--- src/rtl/zbuf_tile_server.sv ---
// rtl/zbuf_tile_server.sv - single-tile depth store with read forwarding and fast-clear sweep (optional stats: ZBUF_STATS_EN)
module zbuf_tile_server #(
  parameter int DEPTH_BITS = 24,
  parameter int ADDR_BITS = 6,
  parameter logic [DEPTH_BITS-1:0] CLEAR_VALUE = {DEPTH_BITS{1'b1}}
) (
  input  logic                  clk,
  input  logic                  rst_n,
  input  logic                  rd_valid,
  output logic                  rd_ready,
  input  logic [ADDR_BITS-1:0]  rd_addr,
  output logic                  resp_valid,
  input  logic                  resp_ready,
  output logic [DEPTH_BITS-1:0] resp_depth,
  input  logic                  wr_valid,
  output logic                  wr_ready,
  input  logic [ADDR_BITS-1:0]  wr_addr,
  input  logic [DEPTH_BITS-1:0] wr_depth,
  input  logic                  clear_req,
`ifdef ZBUF_STATS_EN
  output logic [31:0]           stat_reads,
  output logic [31:0]           stat_writes,
`endif
  output logic                  clear_busy
);

  localparam int ENTRIES = 1 << ADDR_BITS;
  localparam logic [0:0] S_CLEAR = 1'b0;
  localparam logic [0:0] S_IDLE  = 1'b1;
  localparam logic [ADDR_BITS-1:0] CNT_ONE = {{(ADDR_BITS-1){1'b0}}, 1'b1};

  logic [0:0]            r_state;
  logic [ADDR_BITS-1:0]  r_cnt;
  logic [DEPTH_BITS-1:0] r_mem [ENTRIES];
  logic                  r_resp_valid;
  logic [DEPTH_BITS-1:0] r_resp_depth;

  logic w_idle;
  logic w_rd_fire;
  logic w_wr_fire;
  logic w_fwd;

  assign w_idle     = (r_state == S_IDLE);
  assign wr_ready   = w_idle;
  assign rd_ready   = w_idle && (!r_resp_valid || resp_ready);
  assign w_rd_fire  = rd_valid && rd_ready;
  assign w_wr_fire  = wr_valid && wr_ready;
  assign w_fwd      = w_wr_fire && (wr_addr == rd_addr);
  assign clear_busy = (r_state == S_CLEAR);
  assign resp_valid = r_resp_valid;
  assign resp_depth = r_resp_depth;

  // Sweep sequencing: CLEAR walks every entry once, IDLE waits for a clear pulse
  always_ff @(posedge clk or negedge rst_n) begin
    if (!rst_n) begin
      r_state <= S_CLEAR;
      r_cnt   <= '0;
    end else if (r_state == S_CLEAR) begin
      r_cnt <= r_cnt + CNT_ONE;
      if (&r_cnt) begin
        r_state <= S_IDLE;
      end
    end else if (clear_req) begin
      r_state <= S_CLEAR;
      r_cnt   <= '0;
    end
  end

  // Storage array: the sweep owns the write port while clearing, the depth-test stage otherwise
  always_ff @(posedge clk) begin
    if (!w_idle) begin
      r_mem[r_cnt] <= CLEAR_VALUE;
    end else if (w_wr_fire) begin
      r_mem[wr_addr] <= wr_depth;
    end
  end

  // Response register: loads on accept (forwarding a same-cycle write), holds while stalled
  always_ff @(posedge clk or negedge rst_n) begin
    if (!rst_n) begin
      r_resp_valid <= 1'b0;
      r_resp_depth <= '0;
    end else if (w_rd_fire) begin
      r_resp_valid <= 1'b1;
      r_resp_depth <= w_fwd ? wr_depth : r_mem[rd_addr];
    end else if (resp_ready) begin
      r_resp_valid <= 1'b0;
    end
  end

`ifdef ZBUF_STATS_EN
  logic [31:0] r_stat_reads;
  logic [31:0] r_stat_writes;

  assign stat_reads  = r_stat_reads;
  assign stat_writes = r_stat_writes;

  // Saturating traffic counters; only a hard reset clears them
  always_ff @(posedge clk or negedge rst_n) begin
    if (!rst_n) begin
      r_stat_reads  <= '0;
      r_stat_writes <= '0;
    end else begin
      if (w_rd_fire && (r_stat_reads != 32'hFFFF_FFFF)) begin
        r_stat_reads <= r_stat_reads + 32'd1;
      end
      if (w_wr_fire && (r_stat_writes != 32'hFFFF_FFFF)) begin
        r_stat_writes <= r_stat_writes + 32'd1;
      end
    end
  end
`endif

endmodule

--- config.mk ---
export PLATFORM = sky130hd
export DESIGN_NAME = zbuf_tile_server
export DESIGN_NICKNAME = d
export VERILOG_FILES = /design/src/rtl/zbuf_tile_server.sv
export SDC_FILE = /design/constraint.sdc
export NUM_CORES = 1
export LEC_CHECK = 0
export ABC_AREA = 1
export BUFFER_PORTS_ARGS = -buffer_cell sky130_fd_sc_hd__buf_2
export CAP_MARGIN = 20
export CORE_UTILIZATION = 50
export CTS_CLUSTER_DIAMETER = 100
export DETAILED_ROUTE_END_ITERATION = 7
export HOLD_SLACK_MARGIN = 0.03
export PLACE_DENSITY_LB_ADDON = 0.05
export SLEW_MARGIN = 20
export SYNTH_ARGS = -nofsm -noshare
export SYNTH_HDL_FRONTEND = slang
export SYNTH_SLANG_ARGS = --single-unit
--- constraint.sdc ---
create_clock -name clk -period 4.5 [get_ports clk]
set_input_delay 0.45 -clock clk [delete_from_list [all_inputs] [get_ports clk]]
set_output_delay 0.45 -clock clk [all_outputs]
set_load 0.05 [all_outputs]
==> qor.csv <==
metric;value;unit
portBuffers;69;
grt_max_degree;140;
avgSynthCellArea;11.55;sq um
drc;0;
sequentialPowerShare;49.9;%
cp-start-kind;flip-flop;
min-delay-start;clear_req;
p_int;25.24;mW
fin_area;0.07183;sq mm
n_fill_cell;10390;
regArea;0.04693;sq mm
synth_seq_cells;1568;
drt-total-wl;189000;um
synthAdderAreaFrac;0.01962;%
place_hpwl;107000;um
cts_tree;done;
postRouteAntennaNets;0;
via_count;42850;
place.gp.congestion;0.9098;
grt_pass1_wl;273700;um
synth_simple_gate_area_share;23.48;%
drt_pass1_iterations;6;
wl_met2;84610;um
synth_warnings;0;
p_clk_share;37.8;%
fin_nets;5612;
crit_required;4900;ps
tns;0;ps
switching_share;26.91;%
grt_pass1_vias;39400;
synth.lib_cells_used.distinct;32;
cts.sinks;1568;
place_area;0.06667;sq mm
worstSkewPairLatency;790;ps
worst_slew_pin_slew;1151;ps
synth_top_family_by_area;simple AND/OR/NAND/NOR gates;
path_class;flip-flop to flip-flop;
r2r_setup_slack;440;ps
avgRoutedWirePerCell;25.70;um
drv_cap;0;
synth_compound_area_share;0.1962;%
clockRootBuffer;clkbuf_16;
power_density;480.8;mW/mm^2
min_path_type;input port to flip-flop;
layout-drive-gt1-share;9.718;%
min_period;4061;ps
finalClockSkew;24.41;ps
end_kind;flip-flop;
syn_inst;5521;
regToRegStartpoint;wr_ready$_DFF_PN0_;
core;0.1261;sq mm
fin_ws;439.2;ps
gr-total-overflow;0;
pwr-share-comb;12.4;%
die_w;359.1;um
hold_viol;0;
pre_cts_ws;498.0;ps
setup_viol;0;
synthesis.area;0.06376;sq mm
die_y;359.1;um
worstReg2RegEnd;r_mem[21][23]$_DFFE_PP_;
ir_worst_vdd;465.0;uV
area_growth;12.64;%
multi_input_area;0.01537;sq mm
rsz0062_at_grt;false;
initial_core_util;50.58;%
r2r_cells;5;
antenna_found_initial;14;
status;finished clean;
viasPerCell;5.826;
die_area;0.1290;sq mm
clk_path_buf_depth;3;
synthXorXnorAreaFrac;0.02747;%
top_layer;met5;
period_share;90.24;%
wl_met3;17800;um
met1_length;80370;um
critical_path.max_fanout;37;
clkTransAtPathRegs;60;ps
cp_data_arrival_time;4460;ps
numCtsBuffers;164;
htree_num_levels;4;
synth.yosys.seq_area_share;73.59;%
pin_count;70;
final_core_util;56.98;%
cts_resized;0;
synthMuxAreaShare;0.01570;%
slew_headroom;23.01;%
hold_depth;4;
synthesis.nets;5564;
min_to;r_cnt[5]$_DFFE_PN0P_;
fmax;246.3;MHz
leakage;24.96;nW
grt.total_usage;29.10;%
drv_slew;0;
power_switching;9.292;mW
rows;130;
drtIter0Drc;5197;
-- placed cells by master, fill, tap and decap left out, types with 2 or more instances in the layout --
cell           synthesis  routed
buf_12                 0      34
buf_2                 62      65
buf_4                  4     128
buf_8                  0       4
bufinv_16              0      10
clkbuf_1             241      40
clkbuf_16              0     168
clkbuf_8               0       3
clkinv_1               3      39
clkinv_2               0      38
clkinv_8               0       3
dfrtp_1               32      32
diode_2                0       4
dlygate4sd3_1          0       2
edfxtp_1            1536    1536
inv_1                 67      40
inv_2                  2      18
inv_6                  0       6
inv_8                  0       3
nand2_1             2047    2047
nand3_1             1329    1329
nand4_1               31      31
nor2_1                88      32
nor2_2                 1      49
nor2_4                 0       8
nor4_2                 0       8
o21ai_0                5       5
o21ai_1                5       5
o21ai_4                2       2
o22ai_1                2       2
-- layout make-up --
type	instances	share of cell area (%)
Timing Repair Buffer	233	2.850
Clock inverter	87	0.9895
Clock buffer	211	6.120
Sequential cell	1568	65.33
Multi-Input combinational cell	3530	21.40
Inverter	72	0.4251
Tap cell	1650	2.874
Antenna cell	4	0.01394
-- cell families after synthesis --
kind of cell               count (synthesis)
and+or+nand+nor                         3509
DFF                                     1568
buffers and inverters                    423
AOI/OAI and AO/OA                         17
xor gates and xnor gates                   2
muxes                                      1
adders and majority gates                  1
-- worst max-delay path by stage --
stage                             from                       to  slack, ps  depth (start not counted)
floorplan           wr_ready$_DFF_PN0_   r_mem[40][0]$_DFFE_PP_        130                          7
global placement              wr_valid  r_mem[21][12]$_DFFE_PP_        610                          7
detailed placement            wr_valid  r_mem[21][17]$_DFFE_PP_        500                          7
CTS                 wr_ready$_DFF_PN0_  r_mem[21][19]$_DFFE_PP_        610                          5
global route        wr_ready$_DFF_PN0_  r_mem[21][23]$_DFFE_PP_        370                          6
finish              wr_ready$_DFF_PN0_  r_mem[21][23]$_DFFE_PP_        440                          5
-- registers in the layout, indices dropped and copies added, names as in the netlist --
register,cells
resp_depth,24
wr_ready,1
r_cnt,6
r_mem,1536
resp_valid,1
-- repair_timing --
action,CTS,global route
setup buffers,0,0
hold buffers,2,0
endpoints found under the hold margin,33,0
-- critical path, cell delays in order, from the launching register on --
cell and delay [ps]:
dfrtp_1 480, nand2_4 400, o21ai_1 410, inv_1 360
nand4_1 940, nor2_4 1050
-- metal layers --
layer	vias to the layer above	track usage [%]
met5	-	0
met4	10	9.661
met3	323	5.985
met2	1924	43.81
met1	21140	42.37
li1	19450	-
-- metrics by stage --
| step | cells | hold WS (ps) | power (mW) |
|---|---|---|---|
| global route | 7351 | 171.5 | 35.52 |
| detailed placement | 7050 | 468.3 | 21.71 |
| CTS | 7350 | 123.8 | 34.61 |
| floorplan | 5521 | 154.4 | 19.80 |
| global placement | 7050 | 468.3 | 21.66 |
| finish | 7355 | 190.1 | 34.53 |
-- power by group through the flow --
stage | combinational [mW] | clock, mW | sequential, mW
5_1_grt | 4.55 | 13.7 | 17.2
4_1_cts | 4.23 | 13.2 | 17.2
2_1_floorplan | 2.13 | 0 | 17.7
3_5_place_dp | 4.22 | 0 | 17.5
3_3_place_gp | 4.19 | 0 | 17.5
6_report | 4.27 | 13.0 | 17.2
-- cells in the mapped netlist, drive strengths merged --
| library cell | count | area share, % |
|---|---|---|
| clkbuf | 241 | 1.4 |
| mux2i | 1 | 0.016 |
| nand2 | 2048 | 12 |
| nor2 | 89 | 0.53 |
| ha | 1 | 0.020 |
| xor2 | 1 | 0.014 |
| nor3 | 2 | 0.033 |
| edfxtp | 1536 | 72 |
| o21ai | 13 | 0.14 |
| nand3 | 1330 | 10 |
| xnor2 | 1 | 0.014 |
| nor4 | 8 | 0.078 |
| buf | 110 | 0.83 |
| nand4 | 31 | 0.30 |
| or2 | 1 | 0.0098 |
| o22ai | 2 | 0.020 |
| dfrtp | 32 | 1.3 |
| inv | 69 | 0.41 |
| a21oi | 2 | 0.033 |
| clkinv | 3 | 0.018 |
Power figures use the tool's default switching activity.
